**src/rtl/bios_upload_ctrl.sv**
```systemverilog
// BIOS ROM upload writer: packs the OSD byte download stream into 16-bit BIOS RAM
// writes and holds the CPU off the bus while a transfer runs. Optional macro: BIOS_UPLOAD_CHECKSUM_EN.
module bios_upload_ctrl #(
  parameter logic [7:0] BIOS_INDEX = 8'd0,
  parameter int         ADDR_WIDTH = 13,
  parameter int         MAX_BYTES  = 16384
) (
  input  logic                  clk,
  input  logic                  reset,
  input  logic                  ioctl_download,
  input  logic [7:0]            ioctl_index,
  input  logic                  ioctl_wr,
  input  logic [24:0]           ioctl_addr,
  input  logic [7:0]            ioctl_dout,
  output logic                  ioctl_wait,
  output logic                  upload_wr_req,
  output logic [ADDR_WIDTH:1]   upload_addr,
  output logic [15:0]           upload_data,
  output logic [1:0]            upload_bytesel,
  output logic                  cpu_hold,
  output logic                  upload_done,
  output logic                  upload_overflow,
  output logic [15:0]           upload_checksum
);

  typedef enum logic [1:0] {S_IDLE, S_ACTIVE, S_FLUSH, S_DONE} state_t;

  localparam logic [24:0] MAX_ADDR = 25'(MAX_BYTES);

  state_t              state, state_next;
  logic                pending;
  logic [7:0]          lo_byte;
  logic [ADDR_WIDTH:1] pend_addr;
  logic                defer_valid;
  logic [7:0]          defer_byte;
  logic [ADDR_WIDTH:1] defer_addr;

  logic                active;
  logic                wr_seen;
  logic                byte_accept;
  logic                odd;
  logic [ADDR_WIDTH:1] waddr;
  logic                pend_match;

  logic                issue;
  logic [ADDR_WIDTH:1] issue_addr;
  logic [15:0]         issue_data;
  logic [1:0]          issue_sel;

  assign active      = ioctl_download && (ioctl_index == BIOS_INDEX);
  assign wr_seen     = (state == S_ACTIVE) && !defer_valid && ioctl_wr && ioctl_download;
  assign byte_accept = wr_seen && (ioctl_addr < MAX_ADDR);
  assign odd         = ioctl_addr[0];
  assign waddr       = ioctl_addr[ADDR_WIDTH:1];
  assign pend_match  = pending && (pend_addr == waddr);

  always_ff @(posedge clk) begin
    if (reset) state <= S_IDLE;
    else       state <= state_next;
  end

  // NOTE: every always_comb output gets a default first so no path infers a latch.
  always_comb begin
    state_next = state;
    ioctl_wait = 1'b0;
    case (state)
      S_IDLE: begin
        ioctl_wait = active;
        if (active) state_next = S_ACTIVE;
      end
      S_ACTIVE: begin
        ioctl_wait = defer_valid;
        // A deferred high byte must go out before the transfer can wind down.
        if (!defer_valid && !ioctl_download) state_next = S_FLUSH;
      end
      S_FLUSH: begin
        ioctl_wait = 1'b1;
        state_next = S_DONE;
      end
      S_DONE: begin
        ioctl_wait = 1'b1;
        state_next = S_IDLE;
      end
      default: state_next = S_IDLE;
    endcase
  end

  // Write selection; the default is a low-byte flush of the pending byte.
  always_comb begin
    issue      = 1'b0;
    issue_addr = pend_addr;
    issue_data = {8'h00, lo_byte};
    issue_sel  = 2'b01;
    if (state == S_ACTIVE && defer_valid) begin
      issue      = 1'b1;
      issue_addr = defer_addr;
      issue_data = {defer_byte, 8'h00};
      issue_sel  = 2'b10;
    end else if (byte_accept) begin
      if (odd && pend_match) begin
        issue      = 1'b1;
        issue_addr = waddr;
        issue_data = {ioctl_dout, lo_byte};
        issue_sel  = 2'b11;
      end else if (pending && !pend_match) begin
        issue = 1'b1;
      end else if (odd) begin
        issue      = 1'b1;
        issue_addr = waddr;
        issue_data = {ioctl_dout, 8'h00};
        issue_sel  = 2'b10;
      end
    end else if (state == S_FLUSH && pending) begin
      issue = 1'b1;
    end
  end

  // NOTE: sequential state uses non-blocking assignments so every register samples pre-edge values.
  always_ff @(posedge clk) begin
    if (reset) begin
      upload_wr_req   <= 1'b0;
      upload_addr     <= '0;
      upload_data     <= '0;
      upload_bytesel  <= '0;
      cpu_hold        <= 1'b0;
      upload_done     <= 1'b0;
      upload_overflow <= 1'b0;
      pending         <= 1'b0;
      lo_byte         <= '0;
      pend_addr       <= '0;
      defer_valid     <= 1'b0;
      defer_byte      <= '0;
      defer_addr      <= '0;
    end else begin
      upload_wr_req <= issue;
      if (issue) begin
        upload_addr    <= issue_addr;
        upload_data    <= issue_data;
        upload_bytesel <= issue_sel;
      end
      case (state)
        S_IDLE: begin
          if (active) begin
            cpu_hold        <= 1'b1;
            upload_done     <= 1'b0;
            upload_overflow <= 1'b0;
            pending         <= 1'b0;
            defer_valid     <= 1'b0;
          end
        end
        S_ACTIVE: begin
          if (defer_valid) begin
            defer_valid <= 1'b0;
          end else if (wr_seen && !byte_accept) begin
            upload_overflow <= 1'b1;
          end else if (byte_accept) begin
            if (!odd) begin
              lo_byte   <= ioctl_dout;
              pend_addr <= waddr;
              pending   <= 1'b1;
            end else if (pend_match) begin
              pending <= 1'b0;
            end else if (pending) begin
              // Flush goes out now; the high byte follows next cycle under ioctl_wait.
              defer_valid <= 1'b1;
              defer_byte  <= ioctl_dout;
              defer_addr  <= waddr;
              pending     <= 1'b0;
            end
          end
        end
        S_FLUSH: begin
          pending     <= 1'b0;
          upload_done <= 1'b1;
        end
        S_DONE: cpu_hold <= 1'b0;
        default: ;
      endcase
    end
  end

`ifdef BIOS_UPLOAD_CHECKSUM_EN
  logic [15:0] checksum;

  always_ff @(posedge clk) begin
    if (reset)                          checksum <= '0;
    else if (state == S_IDLE && active) checksum <= '0;
    else if (byte_accept)               checksum <= checksum + 16'(ioctl_dout);
  end

  assign upload_checksum = checksum;
`else
  assign upload_checksum = 16'h0000;
`endif

endmodule

```
**config.mk**
```make
export PLATFORM = sky130hd
export DESIGN_NAME = bios_upload_ctrl
export DESIGN_NICKNAME = d
export VERILOG_FILES = /design/src/rtl/bios_upload_ctrl.sv
export SDC_FILE = /design/constraint.sdc
export NUM_CORES = 1
export LEC_CHECK = 0
export ABC_AREA = 0
export CAP_MARGIN = 0
export CORE_MARGIN = 2
export CORE_UTILIZATION = 30
export DETAILED_ROUTE_END_ITERATION = 12
export HOLD_SLACK_MARGIN = 0.08
export MAX_ROUTING_LAYER = met4
export PLACE_DENSITY = 0.6
export SLEW_MARGIN = 5
export SYNTH_ARGS = -nofsm -noshare
export SYNTH_HDL_FRONTEND = slang
export SYNTH_SLANG_ARGS = --single-unit
export TNS_END_PERCENT = 100
```
**constraint.sdc**
```tcl
create_clock -name clk -period 3.15 [get_ports clk]
set_clock_uncertainty 0.05 [all_clocks]
set_input_delay 0.4725 -clock clk [delete_from_list [all_inputs] [get_ports clk]]
set_output_delay 0.4725 -clock clk [all_outputs]
set_load 0.03 [all_outputs]
```
# [Word-level counts from Yosys, hierarchy flattened]
# Cells that the tools add are included.
[word_totals] reg_bits=81 in_bits=45 elab_cells=104
[classes] magnitude_cmp=1 n_eq_ne=10 n_mux=44 bitwise=4 n_reduce_logical=31
[op_table] operator="16-bit 2-to-1 mux" count=5
[op_table] operator="13-bit 2-to-1 mux" count=5
[op_table] operator="25-bit by 15-bit < comparator with 1-bit output, second input constant" count=1
[op_table] operator="1-bit 2-to-1 mux" count=20
[op_table] operator="2-bit 2-to-1 mux" count=7
[op_table] operator="13-bit == test" count=1
[op_table] operator="1-bit logical AND" count=12
[op_table] operator="2-bit inequality test, second input constant" count=5
[op_table] operator="5-bit AND reduction" count=2
[op_table] operator="8-bit zero test" count=1
[op_table] operator="1-bit case mux with 2 select lines" count=4
[op_table] operator="2-bit case mux with 4 select lines" count=1
[op_table] operator="2-bit AND reduction" count=4
[op_table] operator="7-bit AND reduction" count=1
[op_table] operator="1-bit case mux with 3 select lines" count=2
[op_table] operator="2-bit nonzero test" count=3
[op_table] operator="2-bit == test, second input constant" count=2
[op_table] operator="1-bit zero test" count=4
[op_table] operator="1-bit NOT" count=4
[op_table] operator="4-bit AND reduction" count=1
[op_table] operator="3-bit nonzero test" count=1
[op_table] operator="2-bit by 1-bit == test with 1-bit output, second input constant" count=1
[op_table] operator="2-bit zero test" count=1
[op_table] operator="2-bit by 1-bit inequality test with 1-bit output, second input constant" count=1
[op_table] operator="2-bit OR reduction" count=1

# [Longest topological paths before layout]
[logic_depth] ltp_word=10 mapped_depth=10 depth_no_buf=8

# [Worst setup path before layout]
# OpenSTA, ideal clock, no wires.
[synth_timing] path_kind="input to register" from="in ioctl_addr[21]" to="reg upload_data[0]" setup_time_ns=0.117 arrival_time_ns=2.244 setup_slack_ns=0.739 path_stages=8 path_buffers=2 cell_sequence="or4_4 > nor4_2 > and2_1 > buf_4 > nor2_1 > and3_1 > buf_6 > a22o_1"
[synth_via] elab_chain_len=4
[synth_rtl] item="start, declared" line_no="13" text="input logic [24:0] ioctl_addr,"
[synth_rtl] item="25-bit by 15-bit < comparator with 1-bit output *" line_no="52" text="assign byte_accept = wr_seen && (ioctl_addr < MAX_ADDR);"
[synth_rtl] item="1-bit logical AND *" line_no="52"
[synth_rtl] item="16-bit 2-to-1 mux or 1-bit 2-to-1 mux (tied branches)" line_no="99" text="end else if (byte_accept) begin"
[synth_rtl] item="16-bit 2-to-1 mux or 1-bit 2-to-1 mux (tied branches)" line_no="94" text="if (state == S_ACTIVE && defer_valid) begin"
[synth_rtl] item="end signal, assigned" line_no="138" text="upload_data <= issue_data;"
[synth_rtl] item="end, declared" line_no="18" text="output logic [15:0] upload_data,"
# Every way passes the cells marked *; elsewhere a longest branch is shown, timed or not.
# A chain may end at the register's enable or synchronous reset.

# [Final worst setup path]
[layout_timing] from="in ioctl_addr[21]" to="reg upload_data[1]"
# The elaborated chain is that of the path after synthesis.

==> summary.md <==
| Metric | Value |
|---|---|
| Main combinational cell family by area after synthesis | simple AND/OR/NAND/NOR gates |
| Post-Synth Adder-Cell Area | 0.01370 |
| Post-synth EDFFs | 0 |
| Final worst slack | 0.4707 ns |
| Top post-synthesis cells by area | dfxtp_1 44%, nand2_1 11%, a21oi_1 7.9%, o221ai_2 4.1%, buf_4 3.7% |
| Slowest-stage cell, CP | or4_4 |
| Routed WL | 9605 µm |
| Post-synthesis compound-gate area fraction | 0.2089 |
| Leading area contributor after synthesis | dfxtp_1 |
| Pwr per Cell Area | 465.0 nW/µm² |
| Ys Warns | 0 |
| CTS hold repair buffers | 0 |
| Number of global-route vias before repair | 3,167 |
| DR vias | 3,334 |
| Total gr overflow | 0 |
| Die width | 114.4 µm |
| Initial antenna violation count | 0 |
| Synth Area in XOR/XNOR | 0.03116 |
| Synth cell types | 44 |
| Final setup TNS | 0 ns |
| Total core area | 11,960 µm² |
| CTS tree | built |
| Setup bufs post-CTS | 0 |
| CP max FO | 8 |
| Top cell types by occurrence after synthesis | 105 x nand2_1, 81 x dfxtp_1, 58 x a21oi_1, 26 x nand3_1, 21 x clkbuf_1 |
| Unrepaired setup endpoints after global routing | false |
| Setup-failing EPs final | 0 |
| FMAX | 0.3732 GHz |
| Worst-path clk slew | 0.07 ns |
| Pre-CTS setup slack | 0.1221 ns |
| Top-area cell type share of the netlist area | 0.4438 |
| Worst Path Buf+Inv | 1 |
| Critical Path RT | 3.33 ns |
| CP Capture Type | register |
| DRC | 0 |
| Mux share of post-synthesis cell area | 0.01370 |
| Post-layout minimum cycle time | 2.679 ns |
| Power consumption | 2.264 mW |
| Simple-gate share of the synthesized area | 0.2134 |
| Tightest Pin Transition | 0.5770 ns |
| I/O pin cnt | 97 |
| Routed wire per std cell | 14.53 µm |
| Count leader, synth | nand2_1 |
| P_leak | 1.663 nW |
| Async set or reset register ratio after synthesis | 0 |
| IO buf count | 80 |
| Antenna viol nets, final | 0 |
| Largest net degree at the start of global routing | 36 |
| Storage element area | 1622 µm² |
| Final #Nets | 558 |
| Filler instances | 1,188 |
| First-pass GRT wire length | 15,700 µm |
| Tot GR Track Use | 0.1556 |
| Pre-antenna DRT Iters | 4 |
| WS Path Type | input port to register |
| Worst Path Arrival | 2.86 ns |
| Area of the multi-input gates | 1817 µm² |
| Tcrit/Tclk final | 0.8506 |
| H-tree depth | 3 |
| Crit path max-delay family | simple AND/OR/NAND/NOR gates |
| Max-cap violations | 0 |
| FF+latch count, synth | 81 |
| Ant diodes | 0 |
| Starting DRT DRC Count | 153 |
| GP Congestion | 0.7762 |
| Layout cells sized above 1 | 0.09922 |
| Post-CTS sizing | 0 |
| Area delta synth->final | 33.25% |
| Crit path cell chain | clkdlybuf4s50_1, or4_4, nor4_2, and2_1, nor2_1, and3_1, a22o_1 |
| Hpwl dp | 6905 µm |
| Finished Core Util | 0.4070 |
| Die Ht | 114.4 µm |
| Max clock buf depth | 2 |
| Run status | completed |
| Root Driver | clkbuf_16 |
| CP Launch Type | input port |
| Initial Util | 0.3054 |
| Rows | 40 |
| Post-Syn Instances | 430 |
| Num CTS Buffers | 9 |
| Final Hold Viols | 0 |
| Sequential share of the synthesized area | 0.4438 |
| Count of pins over their slew limit | 0 |
| Mean post-synth cell area | 8.497 µm² |
| Most used DFF post-synth | dfxtp_1 |
| Largest stage delay, worst path | 0.58 ns |
| Synth Cell Area | 3654 µm² |
| Worst VDD drop | 0.0002647 V |
| Relative slew slack | 0.6139 |
| Die ar. | 13,080 µm² |
| Via density | 5.044 |
| Worst hold path type | register to register |
| Sink Count | 81 |
| Clk Latency, worst-skew pair | 0.33 ns |
==> worst paths after layout <==
| kind | endpoint | depth (start not counted) | from | slack (ns) |
|---|---|---|---|---|
| setup / recovery | upload_data[1] | 7 | ioctl_addr[21] | 0.47 |
| hold / removal | defer_addr[4] | 2 | defer_addr[4] | 0.40 |
| setup reg to reg | upload_data[1] | 8 | state[1] | 0.63 |
| hold reg to reg | defer_addr[4] | 2 | defer_addr[4] | 0.40 |
==> stage by stage <==
stage,instances,hold WS (ns),cell area [µm²]
after floorplan,445,0.3815,3710
after global placement,645,0.3883,4581
after detailed placement,645,0.3942,4581
after CTS,661,0.4010,4866
after global routing,661,0.4244,4868
final,661,0.4010,4868
==> final cells by class <==
| type | count | area share |
|---|---|---|
| multi-input combinational | 315 | 0.3732 |
| sequential | 81 | 0.3331 |
| timing repair buffer | 98 | 0.1943 |
| clock buffer | 9 | 0.04626 |
| tap | 147 | 0.03778 |
| clock inverter | 7 | 0.01234 |
| inverter | 4 | 0.003084 |
==> cell usage in the layout, fill, tap and decap left out, types with 3 or more instances in the layout <==
cell and instances:
clkinv_4 3, a21oi_1 58, nor2_1 11, a22o_1 8, o221ai_1 3, a32oi_1 9, xor2_1 13, o221ai_2 10
clkbuf_16 9, buf_4 17, nand3_1 26, and2_1 3, dfxtp_1 81, clkdlybuf4s50_1 78, mux2i_1 5, ha_1 4
a22oi_1 8, nor4_1 3, nand4_1 3, nor3_1 5, o21ai_0 3, nand2_1 105, inv_6 3, conb_1 16
inv_1 3
==> registers in the layout, summed over array words and instances, names as in the netlist, 2 cells and up <==
signal and count:
defer_addr 13, upload_addr 13, upload_data 16, pend_addr 13
upload_bytesel 2, state 2, lo_byte 8, defer_byte 8
==> power breakdown <==
part	total, mW	leakage [nW]	switching [mW]	internal [mW]
sequential	1.04	0.652	0.00560	1.03
clock	0.994	0.137	0.448	0.546
combinational	0.235	0.874	0.142	0.0922
==> tightest hold or removal path: cells and delay by family (launching register included) <==
family	cells	cell delay, ns
AO/OA/AOI/OAI	1	0.05
flip-flops	1	0.31
AND/OR/NAND/NOR	1	0.05
==> cell families (layout without fill, tap and decap cells) <==
family                     Yosys count  in the layout
AOI/OAI and AO/OA                  106            106
xor gates and xnor gates            13             13
adders and majority gates            4              4
buffers and inverters               49            118
DFF                                 81             81
muxes                                5              5
other                                1             16
and+or+nand+nor                    171            171
==> metal layers <==
layer  GRT usage  part of all wire  vias to the layer above
li1            -                 -                     1647
met1      0.1948              0.46                     1587
met2      0.2587              0.48                       91
met3     0.03070             0.043                        9
met4     0.03902            0.0099                        0
met5           -                 0                        -
(Power assumes the default switching activity.)
